--- src/rtl/operand_bus_arbiter_pkg.sv ---
// Shared definitions for the operand bus arbiter: bus width default,
// requester count and the arbiter FSM state type.
package operand_bus_arbiter_pkg;

  localparam int DEF_DATA_W = 8;
  localparam int NUM_REQ    = 4;

  typedef enum logic [1:0] {
    ST_IDLE   = 2'd0,
    ST_SAMPLE = 2'd1,
    ST_OFFER  = 2'd2
  } arb_state_t;

endpackage

--- src/rtl/operand_bus_arbiter_rr_pick4.sv ---
// Four-way round-robin picker: searches last+1, last+2, last+3, last (mod 4)
// and returns the first requesting index.
module rr_pick4
  import operand_bus_arbiter_pkg::*;
(
  input  logic [NUM_REQ-1:0] req,
  input  logic [1:0]         last,
  output logic [1:0]         winner,
  output logic               any
);

  logic [1:0] idx;

  always_comb begin
    // NOTE: every output gets a default before the search so no path leaves
    // it unassigned; otherwise synthesis would infer a latch.
    winner = last;
    any    = 1'b0;
    idx    = last;
    // Offset 4 wraps to 2'(4) = 0, i.e. the last winner is checked last.
    for (int k = 1; k <= NUM_REQ; k++) begin
      idx = last + 2'(k);
      if (!any && req[idx]) begin
        winner = idx;
        any    = 1'b1;
      end
    end
  end

endmodule

--- src/rtl/operand_bus_arbiter.sv ---
// Round-robin arbiter for a shared operand bus: selects a requester on the
// external 4:1 mux, captures its operand and offers it to the consumer.
module operand_bus_arbiter
  import operand_bus_arbiter_pkg::*;
#(
  parameter int DATA_W = DEF_DATA_W
) (
  input  logic               clk,
  input  logic               rst_n,
  input  logic [3:0]         req,
  input  logic [DATA_W-1:0]  mux_data,
  input  logic               dst_ready,
  output logic [1:0]         sel,
  output logic [3:0]         gnt,
  output logic [DATA_W-1:0]  out_data,
  output logic               out_valid,
  output logic               busy
);

  arb_state_t state;
  logic [1:0] last;
  logic [1:0] pick_idx;
  logic       pick_any;

  rr_pick4 u_pick (
    .req    (req),
    .last   (last),
    .winner (pick_idx),
    .any    (pick_any)
  );

  // Completion pulse is decoded from registered state plus the live ready.
  always_comb begin
    gnt = '0;
    if (state == ST_OFFER && dst_ready) gnt[sel] = 1'b1;
  end

  // NOTE: sequential state uses non-blocking assignments so every register
  // samples pre-edge values regardless of statement order.
  always_ff @(posedge clk or negedge rst_n) begin
    if (!rst_n) begin
      state     <= ST_IDLE;
      sel       <= 2'd0;
      last      <= 2'd3;
      out_data  <= '0;
      out_valid <= 1'b0;
      busy      <= 1'b0;
    end else begin
      unique case (state)
        ST_IDLE: begin
          if (pick_any) begin
            sel   <= pick_idx;
            busy  <= 1'b1;
            state <= ST_SAMPLE;
          end
        end
        ST_SAMPLE: begin
          out_data  <= mux_data;
          out_valid <= 1'b1;
          state     <= ST_OFFER;
        end
        ST_OFFER: begin
          if (dst_ready) begin
            out_valid <= 1'b0;
            last      <= sel;
            busy      <= 1'b0;
            state     <= ST_IDLE;
          end
        end
        default: begin
          state     <= ST_IDLE;
          out_valid <= 1'b0;
          busy      <= 1'b0;
        end
      endcase
    end
  end

endmodule

--- config.mk ---
export PLATFORM = sky130hd
export DESIGN_NAME = operand_bus_arbiter
export DESIGN_NICKNAME = d
export VERILOG_FILES = /design/src/rtl/operand_bus_arbiter_pkg.sv /design/src/rtl/operand_bus_arbiter_rr_pick4.sv /design/src/rtl/operand_bus_arbiter.sv
export SDC_FILE = /design/constraint.sdc
export NUM_CORES = 1
export LEC_CHECK = 0
export ABC_AREA = 0
export BUFFER_PORTS_ARGS = -buffer_cell sky130_fd_sc_hd__buf_2
export CAP_MARGIN = 40
export CORE_MARGIN = 10
export CORE_UTILIZATION = 35
export CTS_CLUSTER_DIAMETER = 30
export DETAILED_ROUTE_END_ITERATION = 7
export PLACE_DENSITY = 0.71
export SYNTH_ARGS = -nofsm -noshare
export SYNTH_HDL_FRONTEND = slang
export SYNTH_SLANG_ARGS = --single-unit
--- constraint.sdc ---
create_clock -name clk -period 1.2 [get_ports clk]
set_input_delay 0.06 -clock clk [delete_from_list [all_inputs] [get_ports clk]]
set_output_delay 0.06 -clock clk [all_outputs]
set_load 0.01 [all_outputs]
==> flow_summary.ini, run 1 <==
[sta]
skew_ps = 0.893
fin_crit_sh = 1.12
setup_tns_ps = -589
tightest_slew_ps = 349
setup_viol = 11
drv_slew = 0
fmax_mhz = 746
rsz0062_at_grt = true
slew_headroom = 0.767
fin_crit_ps = 1340
finalWorstSetupSlack_ps = -141
finalHoldViolCount = 0

[global_route]
grt_max_degree = 17
grt-ovfl-total = 0
grt_pass1_vias = 638
use_met2 = 0.153
busiest_layer = met2
grtUsageMet1 = 0.0810
grt.met3_usage = 0.0169
grt_usage = 0.0842
grt_pass1_wl_mm = 2.86
antenna_found_initial = 0

[logic_synthesis]
yosys_warnings = 0
syn-instance-count = 56
synth_edf_count = 0
synthFlopType = dfrtp_1
synth_area_um2 = 737
yosys_register_bits = 16
synth_cell_types = 26
synth.net_count = 71
yosysSeqAreaShare = 0.547
synthArstFlopShare = 1.00
avgSynthCellArea_um2 = 13.2

[setup_path]
crit_start = state[0]
reg2reg_setup_slack_ps = -20
worstPathRequired_ps = 1140
path_class = reg2out
critPathArrivalTime_ps = 1280
r2r_cells = 4
reg2reg_to = out_data[4]
cp_max_fo = 3
startpoint_type = flip-flop
end_kind = output port
reg2reg_from = state[1]

[die]
initial_core_util = 0.372
core_area_mm2 = 0.00198
die_w_um = 65.9
fp.dieH_um = 65.9
rows = 16
die_area_mm2 = 0.00434
top_level_ports = 31

[power]
powerDensity_mw_per_mm2 = 2530
total_power_w = 0.00286
power.leakage_nw = 0.551
ir_worst_vdd_mv = 1.54

[clock_network]
cts_buffers = 3
path_clk_slew_ps = 90
cts_tree = done
clkLatencyLatePin_ps = 280
clk_path_buf_depth = 2
cts.sink_count = 16
htreeDepth = 1
cts_root_buf = clkbuf_4

[run]
drv_cap = 0

[routing]
dr.pass1.iters = 4
wirelength_mm = 1.88
drtAntennaViolNets = 0
dr_total_vias = 592
first_iter_violations = 4
wire_per_inst_um = 14.6
drt_drc_violations_left = 0
via_per_inst = 4.59

[placed_design]
hpwlAfterDp_mm = 1.38
place_congestion = 0.770
placed_cell_area_um2 = 928
io_buffers = 30

[layout]
nets = 118
drive_gt1_frac = 0.627
area_growth_pct = 53.3
post-route-util = 0.570
n_antenna_cell = 0
final_area_mm2 = 0.00113
fillers = 156

[hold_path]
holdPathStages = 2
min-delay-path-class = in2reg
min_from = mux_data[5]
hold-path-endpoint = out_data[5]

[run_status]
status = finished, violations left
violations = setup timing
[cell families (layout without fill, tap and decap cells)]
group,after synthesis,after routing,synth area share
AO/OA/AOI/OAI,11,11,0.132
buffers and inverters,4,50,0.0255
flip-flops,16,16,0.547
multiplexers,11,11,0.170
AND/OR/NAND/NOR,14,14,0.126
[worst max-delay path by stage]
stage                        endpoint  slack [ps]  depth (start not counted)
after detailed placement  out_data[4]          20                          3
after CTS                      gnt[3]        -140                          4
final                          gnt[3]        -140                          4
after global placement    out_data[1]          50                          3
after floorplan           out_data[0]         120                          3
after global routing           gnt[0]        -220                          4
[layout by cell type (no fill, tap or decap)]
master and n:
a211oi_2 2, a21bo_2 1, a21o_1 1, a22oi_1 1, a2bb2oi_2 1, and2b_2 1
buf_2 30, buf_4 3, buf_6 3, clkbuf_1 1, clkbuf_4 3, dfrtp_1 14
dfstp_2 2, dlygate4sd3_1 7, inv_1 3, mux2_4 9, mux2i_1 2, nand2_2 1
nand3_2 1, nor2_1 4, nor2_2 1, nor2_4 1, nor2b_4 1, nor3_2 2
nor4_4 1, o21a_1 2, o21ai_0 1, o221ai_1 1, o2bb2ai_1 1, or2_4 1
[synthesized netlist by cell type, drive strengths merged, types with 2 or more instances]
library cell,instances,area (um^2)
o21a,2,15.0
nor3,2,10.0
nor2,6,30.0
dfrtp,14,350
mux2i,2,20.0
a211oi,2,20.0
inv,3,11.3
mux2,9,105
dfstp,2,52.6
[final cells by class]
| type | instances | area, um^2 | share of cell area |
|---|---|---|---|
| Timing Repair Buffer | 43 | 277 | 0.245 |
| Sequential cell | 16 | 403 | 0.357 |
| Tap cell | 27 | 33.8 | 0.0299 |
| Inverter | 3 | 11.3 | 0.00997 |
| Multi-Input combinational cell | 36 | 379 | 0.336 |
| Clock buffer | 4 | 26.3 | 0.0233 |
[through the flow]
step           cells  setup slack [ps]  hold WS [ps]
2_1_floorplan     56               117          -236
3_3_place_gp     114              52.8         -16.3
3_5_place_dp     114              24.7         -16.1
4_1_cts          127              -139         0.738
5_1_grt          129              -221          3.68
6_report         129              -141          7.33
[report_power, final]
part	internal (W)	switching (W)	leakage (nW)	total (W)
Clock	0.000129	0.000167	0.0150	0.000296
Combinational	0.000873	0.000624	0.351	0.00150
Sequential	0.000843	0.000221	0.185	0.00106
Total	0.00184	0.00101	0.551	0.00286
[sequential cells by signal, summed over array words and instances (netlist names)]
signal     count
out_valid      1
out_data       8
last           2
busy           1
state          2
sel            2
[timing repair]
item / 4_1_cts / 5_1_grt
endpoints found under the setup margin: 5 / 16
hold buffers: 6 / 1
hold endpoints to repair: 21 / 1
gates resized for setup: 5 / 15
setup buffers: 3 / 1
pin swaps: 2 / 1
[per-layer routing]
metal / wire (um) / vias to the layer above
met5: 0 / -
met4: 40 / 0
met3: 63 / 4
met2: 1050 / 11
met1: 729 / 284
li1: - / 293
[critical path: stages (launching register included)]
cell and delay (ps):
dfrtp_1 380, and2b_2 250, nand3_2 100, nor2_1 120, buf_2 140
Note: power is estimated with default switching activity, not from simulation.
==> run 2, diff against run 1 <==
--- a/config.mk
+++ b/config.mk
@@ -13,6 +13,7 @@
 export CTS_CLUSTER_DIAMETER = 30
 export DETAILED_ROUTE_END_ITERATION = 7
 export PLACE_DENSITY = 0.71
+export SKIP_LAST_GASP = 1
 export SYNTH_ARGS = -nofsm -noshare
 export SYNTH_HDL_FRONTEND = slang
 export SYNTH_SLANG_ARGS = --single-unit
==> run 2 against run 1 <==
The flow still finishes with violations (setup timing). Global-route usage unchanged. Critical endpoint is now gnt[1]. Sequential power hardly changed. Register-to-register slack barely moved. Setup slack gained 15 ps. Critical path type unchanged. Clock power hardly changed. First-iteration DRC count rose by 75%. Clock skew increased by 1.9 ps. Final area is 0.66% higher.
==> flow_summary.ini, run 2 (synthesized netlist as in run 1, its figures left out) <==
[run_status]
status = finished, violations left
violations = setup timing

[placed_design]
hpwlAfterDp_mm = 1.38
place_worst_setup_slack_ps = 24.7
place_congestion = 0.770
io_buffers = 30
placed_cell_area_um2 = 928

[sta]
tightest_slew_ps = 346
rsz0062_at_grt = true
fin_crit_ps = 1330
slew_headroom = 0.769
finalHoldViolCount = 0
setup_tns_ps = -598
setup_viol = 11
fin_crit_sh = 1.11
drv_slew = 0
finalWorstSetupSlack_ps = -126
fmax_mhz = 754
skew_ps = 2.76
holdWs_ps = 4.94

[hold_path]
min-delay-path-class = in2reg
min_from = mux_data[5]

[power]
ir_worst_vdd_mv = 1.54
p_clk_frac = 0.103
p_switching_w = 0.00102
pwr-share-seq = 0.368
powerDensity_mw_per_mm2 = 2540
p_comb_frac = 0.529
p_sw_frac = 0.354
power.leakage_nw = 0.556
intPower_w = 0.00187

[setup_path]
worstPathRequired_ps = 1140
critPathArrivalTime_ps = 1270
reg2reg_to = out_data[4]
cp_max_fo = 3
reg2reg_from = state[1]
critical_path.cell_chain = and2b_2 -> nand3_2 -> nor2_2 -> buf_2
slowest_delay_ps = 380
crit_path_end = gnt[1]
path_class = reg2out
reg2reg_setup_slack_ps = -20
end_kind = output port
crit_cells = 4
crit_start = state[0]
r2r_cells = 4
critical-path-top-delay-family = simple AND/OR/NAND/NOR gates
cp_slowest_cell = dfrtp_1
startpoint_type = flip-flop
crit_buf_inv = 1

[layout]
regMostFlops = out_data
area_growth_pct = 54.3
fillers = 156
drive_gt1_frac = 0.631
final_common_cell = buf_2
largest_register_ffs = 8
final_area_mm2 = 0.00114
layout_common_cells = buf_2 (30), dfrtp_1 (14), mux2_4 (9)
nets = 119
n_antenna_cell = 0

[clock_network]
clk_path_buf_depth = 2
cts.sink_count = 16
htreeDepth = 1
cts_buffers = 3
clkLatencyLatePin_ps = 290
path_clk_slew_ps = 90
cts_tree = done
cts_root_buf = clkbuf_4

[routing]
wire_per_inst_um = 14.6
via_per_inst = 4.58
first_iter_violations = 7
drt_drc_violations_left = 0
drtAntennaViolNets = 0
dr_total_vias = 595
dr.pass1.iters = 4
wirelength_mm = 1.90

[die]
initial_core_util = 0.372
core_area_mm2 = 0.00198
rows = 16
die_area_mm2 = 0.00434
die_w_um = 65.9
fp.dieH_um = 65.9
top_level_ports = 31

[run]
drv_cap = 0

[global_route]
grt_max_degree = 17
grt_usage = 0.0842
grt_pass1_wl_mm = 2.86
grt_pass1_vias = 633
grt-ovfl-total = 0
antenna_found_initial = 0
## run 2: cell types whose count changed in the layout (fill, tap and decap cells not counted), sizes merged
cell | previous run | this run
buf | 36 | 37
## run 2: layout make-up
class / instances / area (um^2) / share of cell area
Sequential cell: 16 / 403 / 0.354
Multi-Input combinational cell: 36 / 379 / 0.333
Timing Repair Buffer: 44 / 284 / 0.250
Tap cell: 27 / 33.8 / 0.0297
Clock buffer: 4 / 26.3 / 0.0231
Inverter: 3 / 11.3 / 0.00990
## run 2: how the worst min path moves through the flow
stage | to | slack (ps) | depth (start not counted)
after floorplan | busy | -240 | 0
after global placement | out_data[6] | -20 | 1
after detailed placement | out_data[6] | -20 | 1
after CTS | out_data[0] | 0.7 | 2
after global routing | out_data[5] | 4 | 2
final | out_data[5] | 5 | 2
## run 2: power by group through the flow
stage,Clock [W],Combinational (W),Sequential [W]
floorplan,0,0.000658,0.00113
global placement,0,0.00114,0.00105
detailed placement,0,0.00116,0.00107
CTS,0.000298,0.00128,0.00105
global route,0.000325,0.00165,0.00111
finish,0.000298,0.00153,0.00106
## run 2: per-stage QoR
stage	power, W	cells	utilization
floorplan	0.00179	56	-
global placement	0.00219	114	0.468
detailed placement	0.00223	114	0.468
CTS	0.00263	127	0.530
global route	0.00309	130	0.574
finish	0.00289	130	0.574
## run 2: repair_timing
item / in CTS / in global routing
endpoints found under the setup margin: 5 / 16
resized for setup: 4 / 16
hold buffers: 6 / 1
hold endpoints to repair: 21 / 1
pin swaps: 1 / 2
setup buffers: 3 / 2
## run 2: layer usage
| metal | vias to the layer above | share of wire | GRT usage |
|---|---|---|---|
| li1 | 295 | - | - |
| met4 | 0 | 0.021 | 0.0642 |
| met2 | 11 | 0.55 | 0.153 |
| met3 | 4 | 0.033 | 0.0169 |
| met5 | - | 0 | 0 |
| met1 | 285 | 0.39 | 0.0810 |
==> run 3, diff against run 2 <==
--- a/config.mk
+++ b/config.mk
@@ -9,11 +9,10 @@
 export BUFFER_PORTS_ARGS = -buffer_cell sky130_fd_sc_hd__buf_2
 export CAP_MARGIN = 40
 export CORE_MARGIN = 10
-export CORE_UTILIZATION = 35
+export CORE_UTILIZATION = 45
 export CTS_CLUSTER_DIAMETER = 30
 export DETAILED_ROUTE_END_ITERATION = 7
-export PLACE_DENSITY = 0.71
-export SKIP_LAST_GASP = 1
+export PLACE_DENSITY = 0.85
 export SYNTH_ARGS = -nofsm -noshare
 export SYNTH_HDL_FRONTEND = slang
 export SYNTH_SLANG_ARGS = --single-unit
==> run 3 against run 2 <==
The run still ends with setup timing left. Global-route usage is 1.9 points higher. Hold slack gained 6.2 ps. Sequential share of layout area is 1.7 points higher. Via count is 1.7% higher. Power is 4.8% lower. Routed wire length grew 0.68%. Combinational power shrank 12%. Count of clock-buffer cells in the layout stayed put. Core utilization rose by 14 points. Sequential cell count stayed put. Critical endpoint unchanged.
==> flow_summary.ini, run 3 (synthesized netlist as in run 1, its figures left out) <==
[run_status]
status = finished, violations left
violations = setup timing

[placed_design]
hpwlAfterDp_mm = 1.32
placed_cells = 102
place_congestion = 0.735
place_worst_setup_slack_ps = 47.8
io_buffers = 30

[clock_network]
clkLatencyLatePin_ps = 290
path_clk_slew_ps = 80
cts_root_buf = clkbuf_4
clk_path_buf_depth = 2
htreeDepth = 1
cts_tree = done
cts_buffers = 3
cts.sink_count = 16

[sta]
setup_viol = 12
finalWorstSetupSlack_ps = -168
finalHoldViolCount = 0
skew_ps = 5.58
drv_slew = 0
fin_crit_ps = 1370
rsz0062_at_grt = true
tightest_slew_ps = 340
fmax_mhz = 731
fin_crit_sh = 1.14
slew_headroom = 0.773

[setup_path]
critPathArrivalTime_ps = 1310
worstPathRequired_ps = 1140
cp_max_fo = 3
reg2reg_setup_slack_ps = -110
path_class = reg2out
end_kind = output port
slowest_delay_ps = 380
cp_slowest_cell = dfrtp_1
critical_path.cell_chain = and2b_2 -> nand3_2 -> nor2_2 -> buf_2
reg2reg_to = out_data[6]
startpoint_type = flip-flop
r2r_cells = 4
reg2reg_from = state[1]
crit_start = state[0]

[layout]
n_antenna_cell = 0
nets = 117
regMostFlops = out_data
fillers = 106
final_cells = 117
regArea_um2 = 403
layout_common_cells = buf_2 (30), dfrtp_1 (14), mux2_2 (7), dlygate4sd3_1 (7), nor2_1 (4)
area_growth_pct = 47.4
final_common_cell = buf_2
largest_register_ffs = 8
multi_input_area_um2 = 350
drive_gt1_frac = 0.624

[global_route]
grt_pass1_wl_mm = 2.87
grt_pass1_vias = 622
grt-ovfl-total = 0
grt_usage = 0.103
antenna_found_initial = 0
grt_max_degree = 17

[die]
die_area_mm2 = 0.00366
top_level_ports = 31
initial_core_util = 0.484
rows = 14
die_w_um = 60.5
core_area_mm2 = 0.00152
fp.dieH_um = 60.5

[hold_path]
hold-path-endpoint = out_data[5]
holdPathStages = 2
min_from = mux_data[5]
min-delay-path-class = in2reg

[power]
pwr-share-seq = 0.388
p_clk_frac = 0.126
p_switching_w = 0.000990
power.leakage_nw = 0.528
p_sw_frac = 0.360
powerDensity_mw_per_mm2 = 2530
total_power_w = 0.00275
intPower_w = 0.00176
ir_worst_vdd_mv = 1.71
p_comb_frac = 0.486

[routing]
wirelength_mm = 1.91
dr.pass1.iters = 3
drtAntennaViolNets = 0
wire_per_inst_um = 16.4
first_iter_violations = 12
dr_total_vias = 605
drt_drc_violations_left = 0
via_per_inst = 5.17

[run]
drv_cap = 0
## run 3: changes by cell type in the layout (fill, tap and decap cells not counted)
cell      previous run  this run
buf_4                4         3
buf_6                3         2
clkbuf_1             1         0
clkbuf_8             0         1
mux2_2               0         7
mux2_4               9         2
nand2_2              1         0
nand2_4              0         1
nor2b_1              0         1
nor2b_4              1         0
## run 3: timing repair
item / 4_1_cts / 5_1_grt
setup buffers: 3 / 1
endpoints found under the setup margin: 4 / 16
pin swaps: 2 / 2
gates resized for setup: 5 / 6
endpoints found under the hold margin: 19 / 3
hold buffers: 4 / 3
## run 3: critical path, delay by kind of cell (launching register included)
family	cells	cell delay, ps
simple gates	3	500
flops	1	380
buf+inv	1	130
## run 3: metal layers
metal  vias to the layer above  part of all wire  GRT usage
met5                         -                 0          0
met4                         0             0.011     0.0376
met3                         4             0.075     0.0438
met2                        16              0.56      0.182
met1                       292              0.36      0.106
li1                        293                 -          -
## run 3: worst max-delay path by stage
stage	to	depth (start not counted)
finish	gnt[1]	4
global route	gnt[3]	4
CTS	gnt[3]	4
detailed placement	out_data[1]	3
global placement	out_data[1]	3
floorplan	out_data[0]	3
## run 3: power by group through the flow
stage	sequential [W]	combinational [W]	clock, W
floorplan	0.00113	0.000658	0
global placement	0.00104	0.00111	0
detailed placement	0.00107	0.00113	0
CTS	0.00106	0.00123	0.000351
global route	0.00112	0.00144	0.000385
finish	0.00107	0.00134	0.000346
## run 3: per-stage QoR
step	instance area [um^2]	hold slack (ps)	setup TNS, ps	utilization
global route	1090	6.62	-2040	0.713
finish	1090	11.2	-1340	0.713
floorplan	737	-236	0	-
global placement	907	-16.7	0	0.595
detailed placement	907	-16.4	0	0.595
CTS	1030	4.20	-423	0.674
## run 3: cell type report
type                            count  area share
Inverter                            3      0.0104
Tap cell                           16      0.0184
Clock buffer                        4      0.0334
Multi-Input combinational cell     36       0.323
Timing Repair Buffer               42       0.244
Sequential cell                    16       0.371
